===== src/rtl/acc_uart_bridge.sv =====
`default_nettype none
// +----------------------------------------------------------------------------+
// | acc_uart_bridge: word FIFO feeding a byte-wise 8N1/8N2 UART transmitter.   |
// | Optional even parity bit per frame when ACC_UART_PARITY_EN is defined.     |
// | Revision: 1.0                                                              |
// +----------------------------------------------------------------------------+
module acc_uart_bridge #(
  parameter int DATA_W       = 16,
  parameter int ADDR_W       = 4,
  parameter int CLKS_PER_BIT = 16,
  parameter int STOP_BITS    = 1,
  parameter int MSB_FIRST    = 0
) (
  input  logic              CLK,
  input  logic              RESET,
  input  logic [DATA_W-1:0] DATA_IN,
  input  logic              WR,
  output logic              TX,
  output logic              FULL,
  output logic              EMPTY,
  output logic              BUSY,
  output logic              OVERFLOW
);

  localparam int NB    = DATA_W / 8;
  localparam int BW    = (NB > 1) ? $clog2(NB) : 1;
  localparam int CW    = $clog2(CLKS_PER_BIT);
  localparam int AW1   = ADDR_W + 1;
  localparam int DEPTH = 1 << ADDR_W;

  localparam logic [2:0] S_IDLE   = 3'd0;
  localparam logic [2:0] S_LOAD   = 3'd1;
  localparam logic [2:0] S_START  = 3'd2;
  localparam logic [2:0] S_DATA   = 3'd3;
  localparam logic [2:0] S_STOP   = 3'd4;
`ifdef ACC_UART_PARITY_EN
  localparam logic [2:0] S_PARITY = 3'd5;
`endif

  logic [DATA_W-1:0] mem_q [DEPTH];
  logic [ADDR_W-1:0] wptr_q, rptr_q;
  logic [AW1-1:0]    count_q, count_d;
  logic              full_q, empty_q, ovf_q;
  logic [2:0]        state_q, state_d;
  logic [CW-1:0]     baud_q;
  logic [2:0]        bit_q;
  logic [BW-1:0]     byte_q;
  logic [DATA_W-1:0] word_q;

  logic              w_push, w_pop, w_tick, w_last_stop, w_last_byte;
  logic [BW-1:0]     w_sel;
  logic [7:0]        w_byte;

  // FULL is the pre-pop value, so a write while full is dropped even on a pop cycle
  assign w_push      = WR & ~full_q;
  assign w_pop       = (state_q == S_LOAD);
  assign count_d     = count_q + AW1'(w_push) - AW1'(w_pop);
  assign w_tick      = (baud_q == CW'(CLKS_PER_BIT - 1));
  assign w_last_stop = (bit_q == 3'(STOP_BITS - 1));
  assign w_last_byte = (byte_q == BW'(NB - 1));
  assign w_sel       = (MSB_FIRST != 0) ? (BW'(NB - 1) - byte_q) : byte_q;
  assign w_byte      = 8'(word_q >> {w_sel, 3'b000});

  always_ff @(posedge CLK) begin
    if (w_push) begin
      mem_q[wptr_q] <= DATA_IN;
    end
  end

  always_ff @(posedge CLK or posedge RESET) begin
    if (RESET) begin
      wptr_q  <= '0;
      rptr_q  <= '0;
      count_q <= '0;
      full_q  <= 1'b0;
      empty_q <= 1'b1;
      ovf_q   <= 1'b0;
    end else begin
      if (w_push) wptr_q <= wptr_q + ADDR_W'(1);
      if (w_pop)  rptr_q <= rptr_q + ADDR_W'(1);
      count_q <= count_d;
      full_q  <= (count_d == AW1'(DEPTH));
      empty_q <= (count_d == '0);
      if (WR && full_q) ovf_q <= 1'b1;
    end
  end

  always_ff @(posedge CLK or posedge RESET) begin
    if (RESET) begin
      state_q <= S_IDLE;
    end else begin
      state_q <= state_d;
    end
  end

  always_comb begin
    state_d = state_q;
    case (state_q)
      S_IDLE:  if (!empty_q) state_d = S_LOAD;
      S_LOAD:  state_d = S_START;
      S_START: if (w_tick) state_d = S_DATA;
      S_DATA: begin
        if (w_tick && bit_q == 3'd7) begin
`ifdef ACC_UART_PARITY_EN
          state_d = S_PARITY;
`else
          state_d = S_STOP;
`endif
        end
      end
`ifdef ACC_UART_PARITY_EN
      S_PARITY: if (w_tick) state_d = S_STOP;
`endif
      S_STOP: begin
        if (w_tick && w_last_stop) begin
          if (!w_last_byte)  state_d = S_START;
          else if (!empty_q) state_d = S_LOAD;
          else               state_d = S_IDLE;
        end
      end
      default: state_d = S_IDLE;
    endcase
  end

  // bit_q counts data bits in DATA and stop bit-times in STOP; any state change clears it
  always_ff @(posedge CLK or posedge RESET) begin
    if (RESET) begin
      baud_q <= '0;
      bit_q  <= '0;
      byte_q <= '0;
      word_q <= '0;
    end else begin
      if (state_q == S_IDLE || state_q == S_LOAD || w_tick) baud_q <= '0;
      else                                                  baud_q <= baud_q + CW'(1);
      if (state_d != state_q) bit_q <= '0;
      else if (w_tick)        bit_q <= bit_q + 3'd1;
      if (w_pop) begin
        word_q <= mem_q[rptr_q];
        byte_q <= '0;
      end else if (state_q == S_STOP && state_d == S_START) begin
        byte_q <= byte_q + BW'(1);
      end
    end
  end

  always_comb begin
    TX   = 1'b1;
    BUSY = (state_q != S_IDLE);
    case (state_q)
      S_START:  TX = 1'b0;
      S_DATA:   TX = w_byte[bit_q];
`ifdef ACC_UART_PARITY_EN
      S_PARITY: TX = ^w_byte;
`endif
      default:  TX = 1'b1;
    endcase
  end

  assign FULL     = full_q;
  assign EMPTY    = empty_q;
  assign OVERFLOW = ovf_q;

endmodule
`default_nettype wire


===== config.mk =====
export PLATFORM = sky130hd
export DESIGN_NAME = acc_uart_bridge
export DESIGN_NICKNAME = d
export VERILOG_FILES = /design/src/rtl/acc_uart_bridge.sv
export SDC_FILE = /design/constraint.sdc
export NUM_CORES = 1
export LEC_CHECK = 0
export CAP_MARGIN = 5
export CORE_MARGIN = 5
export CORE_UTILIZATION = 40
export CTS_CLUSTER_DIAMETER = 30
export DETAILED_ROUTE_END_ITERATION = 16
export GPL_ROUTABILITY_DRIVEN = 0
export GPL_TIMING_DRIVEN = 0
export PLACE_DENSITY = 0.58
export REMOVE_ABC_BUFFERS = 1
export SYNTH_ARGS = -nofsm -noshare
export SYNTH_HDL_FRONTEND = slang
export SYNTH_SLANG_ARGS = --single-unit

===== constraint.sdc =====
create_clock -name CLK -period 2.5 [get_ports CLK]
set_input_delay 0.5 -clock CLK [delete_from_list [all_inputs] [get_ports CLK]]
set_output_delay 0.5 -clock CLK [all_outputs]
set_load 0.02 [all_outputs]

**Word-level counts from Yosys, hierarchy flattened**

Memories as Yosys holds them, arrays and structs flattened. A register that Yosys moved wholly into a read port is not among the register bits.
Cells that the tools add are included.
Widths: inputs -> output; s select.

- Add/subtract/negate cells: 7
- Magnitude comparators: 1
- Multiplexer cells: 17
- Div/mod/pow operators: 0
- Reduce and logical (&&, ||, !) cells: 12
- Bitwise gates (word level): 2
- Eq/ne operators: 9
- Shifts and indexed selects: 1
- Multipliers: 0

Operator list:

| operator | count |
|---|---|
| $mux 3 | 6 |
| $shr 16x4->8 | 1 |
| $pmux 3 s5 | 1 |
| $add 4x1->4 const B | 3 |
| $eq 3x2->1 const B | 3 |
| $eq 3x3->1 const B | 2 |
| $logic_not 3->1 | 2 |
| $mux 1 | 6 |
| $add 5x1->5 | 1 |
| $eq 5x5->1 const B | 1 |
| $logic_not 5->1 | 1 |
| $sub 5x1->5 | 1 |
| $eq 4x4->1 const B | 1 |
| $logic_and 1x1->1 | 4 |
| $lt 3x4->1 const B | 1 |
| $mux 4 | 1 |
| $reduce_bool 2->1 | 2 |
| $add 3x1->3 const B | 1 |
| $bmux 1 s3 | 1 |
| $eq 3x1->1 const B | 1 |
| $ne 3x3->1 | 1 |
| $reduce_bool 3->1 | 1 |
| $logic_or 1x1->1 | 2 |
| $mux 2 | 1 |
| other kinds (4) | 4 |

- Memory bits (read-only): 0
- Register bits: 27
- Output and inout port bits: 5
- Word-level logic and storage cells: 60
- Latch bits: 0
- Memories kept: 1
- Memory bits (writable): 256

Memories:

| memory | words | width | read ports | clocked after Yosys merged registers in | write ports | RTL line | text |
|---|---|---|---|---|---|---|---|
| mem_q | 16 | 16 | 1 | 1 | 1 | 40 | `logic [DATA_W-1:0] mem_q [DEPTH];` |

**Depth between registers and ports, before layout**

- Depth after elaboration: 8
- Gate-level depth with buffers: 12
- Mapped depth without buffers: 10

**Worst setup path before layout**

Ideal clock, no wire load.

- Kind: input -> register
- Start: input port WR
- End: memory mem_q[3][0], enable pin
- Data arrival time: 2.189 ns
- Setup time: 0.409 ns
- Required time: 2.091 ns
- Stages on the path: 4
- Slack: -0.098 ns
- Buffers on the path: 1
- Cell sequence: nor2b_1 -> clkbuf_1 -> nand2_1 -> nor3_1

- Cells in the longest elaborated chain, start to end: 3

RTL lines:

| item | RTL line | text |
|---|---|---|
| from (decl) | 17 | `input logic WR,` |
| $and 1x1->1 | 55 | `assign w_push = WR & ~full_q;` |
| $mux 1 | 65 | `if (w_push) begin` |
| $mux 1 (implied by the code) | 66 | `mem_q[wptr_q] <= DATA_IN;` |
| to (decl) | 40 |  |

Every way passes these cells.

**Worst setup path after layout**

- Start: register bit_q[1]
- End: output port TX

- Cells in the longest elaborated chain, start to end: 3

RTL lines:

| item | RTL line | text |
|---|---|---|
| from (decl) | 46 | `logic [2:0] bit_q;` |
| from (signal assigned) | 136 | `else if (w_tick) bit_q <= bit_q + 3'd1;` |
| $bmux 1 s3 | 151 | `S_DATA: TX = w_byte[bit_q];` |
| $mux 1 (implied by the code) | 151 |  |
| $pmux 1 s2 | 149 | `case (state_q)` |
| to (decl) | 18 | `output logic TX,` |

Every way passes these cells. The select of a mux whose other input is x is not followed.

==> results.md <==
* Core box area at 29640 um^2
* Horiz. Die Dim at 183.2 um
* Top cells by instance count after synthesis: sky130_fd_sc_hd__edfxtp_1 (256), sky130_fd_sc_hd__mux2i_1 (93), sky130_fd_sc_hd__dfrtp_1 (42)
* Transition time at the pin with the least slew margin at 0.7837 ns
* N_diodes at 0
* Leakage power figure at 5.124 nW
* Fraction of the yosys area taken by sequential cells at 73.01%
* Nature of the critical path endpoint: output pin
* Initial antenna violation count at 1
* TritonCTS clock tree: done
* Sum of buffers and inverters on the critical path at 1
* Area fraction of the dominant cell type after synthesis at 64.03%
* Fraction of layout instances using a drive strength above 1 at 26.02%
* Ports at 24
* Final-layout worst hold slack at 0.3347 ns
* Largest net degree at the start of global routing at 51
* FILL cells at 2405
* Kind of critical path: reg2out
* Total of warnings raised by yosys at 0
* Final WS setup at -0.2248 ns
* Flip-flop and latch area at 8780 um^2
* Post-route cell area at 15290 um^2
* Pwr per Cell Area at 1057 nW/um^2
* Min cycle time layout at 2.725 ns
* Row count at 63
* Worst path top cell family by delay: multiplexers
* Number of DRC violations after detailed routing at 0
* Drt wl/cell at 22.74 um
* Initial core utilization at 40.51%
* Largest clock skew in the final design at 0.01940 ns
* Unrepaired setup endpoints after global routing: true
* Cell area after synthesis at 12010 um^2
* DRT antenna net count at 0
* Vias in the first global route at 6806
* Worst-path maximum fanout at 4
* Count of pins over their slew limit at 0
* Area added between synthesis and finish at 27.33%
* Cell-by-cell trace of the critical path: mux4_2 -> mux2i_2 -> nor3_1 -> a311o_1 -> buf_6
* # nets final at 791
* Combined global-route utilization of all metal layers at 16.34%
* Multi-input gate area in the final layout at 3099 um^2
* TritonCTS Sinks at 299
* Critical-path cell with the highest stage delay: sky130_fd_sc_hd__mux4_2
* Total power draw at 16.16 mW
* First-pass detailed-route iteration total at 4
* Peak Freq at 0.3670 GHz
* Hold Crit Class: in2async
* Final global-route overflow total at 0
* I/O Buffers at 23
* Overall die height at 183.2 um
* Most common cell in the netlist: sky130_fd_sc_hd__edfxtp_1
* Maximum buffer depth of the clock tree at 3
* Fin util at 51.57%
* HPWL Detailed at 17140 um
* Yosys top cell by area: sky130_fd_sc_hd__edfxtp_1
* Number of buffers created by CTS at 58
* Result of the run: complete, but fails checks
* IR Drop Worst-Case VDD at 0.5673 mV
* Worst path arrival time at 2.22 ns
* Flip-flop cell with the highest count after synthesis: sky130_fd_sc_hd__edfxtp_1
* Critical Path RT at 2.00 ns
* Post-synthesis cell count at 672
* Clock root buffer master: sky130_fd_sc_hd__clkbuf_16
* Launching element type of the critical path: flop
* Vias/cell at 5.346
* Maxcap violations at 0
* Async set-reset flop share out of synthesis at 14.38%
* Detailed-route via count at 6399
* Clock-pin slew of the registers on the worst-case setup and hold paths at 0.05 ns
* Wire length of the first global-routing pass at 40970 um
* Accumulated negative setup slack at -0.2248 ns
* Clock insertion delay at the later pin of the skew report at 0.57 ns
* Die Outline Area at 33580 um^2
* Top cells by area, synth: sky130_fd_sc_hd__edfxtp_1 (64%), sky130_fd_sc_hd__dfrtp_1 (8.8%), sky130_fd_sc_hd__mux2i_1 (7.8%)
* Worst path max stage delay at 0.55 ns
* Number of hold-slack violations in the final timing report at 0
* Violations in the final reports: setup timing
* Cell variety after synth at 46
* Level count of the clock H-tree at 2
* Relative slew slack at 47.52%
* Number of enable-type register cells in the synthesized netlist at 256
* Finish-stage setup viols at 1
* Post-synthesis average cell area at 17.86 um^2
* Detailed router's first-iteration violation count at 392
* Detailed Route WL at 27220 um
* Part of the cycle the worst path needs at 109.0%
* Total placed instance area at 12970 um^2
* Number of synthesized register bits at 299
-- per-layer routing --
metal	vias up	GRT usage, %	routed length, um
li1	2873	-	-
met1	3271	20.41	11100
met2	187	28.51	14040
met3	66	3.590	1331
met4	2	5.244	722
met5	-	0	18
-- sequential cells by signal (all words and copies together), names as in the netlist --
signal and flops:
EMPTY 1, FULL 1, OVERFLOW 1, baud_q 4, bit_q 3, byte_q 1, count_q 5, mem_q 256
rptr_q 4, state_q 3, word_q 16, wptr_q 4
-- per-stage QoR --
stage / setup slack, ns / std cells
final: -0.2248 / 1197
after global routing: -0.3197 / 1197
after CTS: -0.2795 / 1196
after detailed placement: -1.208 / 1077
after global placement: -2.474 / 1053
after floorplan: -0.7719 / 640
-- where the power goes --
part	switching [mW]	leakage [nW]	total, mW	internal [mW]
clock network	2.56	1.02	8.30	5.73
registers	0.203	2.80	6.22	6.02
logic	0.994	1.30	1.64	0.647
-- cells by family (layout without fill, tap and decap cells) --
kind of cell    Yosys count  count (layout)  share of synthesized area [%]
buf+inv                  47             181                          2.272
fa+ha+maj                15              15                          1.626
flops                   299             299                          73.01
compound gates           86              86                          5.149
mux                     123             123                          13.29
simple gates             89              90                          3.710
xor+xnor                 13              13                         0.9484
-- final cells by class --
class / count / area share [%]
clock buffers: 64 / 9.912
clock inverters: 46 / 4.134
inverters: 15 / 0.4502
multi-input cells: 327 / 20.28
flip-flops and latches: 299 / 57.44
well taps: 390 / 3.192
repair buffers: 56 / 4.600
-- cell usage in the layout (no fill, tap or decap), types with 12 or more instances in the layout --
cell type / count
sky130_fd_sc_hd__nor2_2: 14
sky130_fd_sc_hd__ha_1: 13
sky130_fd_sc_hd__mux2i_1: 92
sky130_fd_sc_hd__nand2_1: 20
sky130_fd_sc_hd__dfrtp_1: 34
sky130_fd_sc_hd__clkbuf_16: 59
sky130_fd_sc_hd__inv_1: 12
sky130_fd_sc_hd__edfxtp_1: 256
sky130_fd_sc_hd__bufinv_16: 13
sky130_fd_sc_hd__mux4_2: 29
sky130_fd_sc_hd__o21ai_0: 15
sky130_fd_sc_hd__a22oi_1: 33
sky130_fd_sc_hd__clkdlybuf4s50_1: 22
-- worst paths after layout --
path,from,depth (start not counted),to,slack [ns]
max,bit_q[1],5,TX,-0.22
min,RESET,2,word_q[1],0.33
max reg2reg,state_q[1],8,FULL,0.06
min reg2reg,OVERFLOW,1,OVERFLOW,0.45
max in group asynchronous,RESET,3,EMPTY,1.55
min in group CLK,OVERFLOW,1,OVERFLOW,0.45
-- timing repair --
item                       4_1_cts  5_1_grt
buffers inserted                 8        1
setup endpoints to repair       82        4
hold buffers                     0        0
gates resized for setup         21        8
pin swaps                        5        9
cloned                           1        0
No activity file was read; power rests on OpenSTA's default activity.
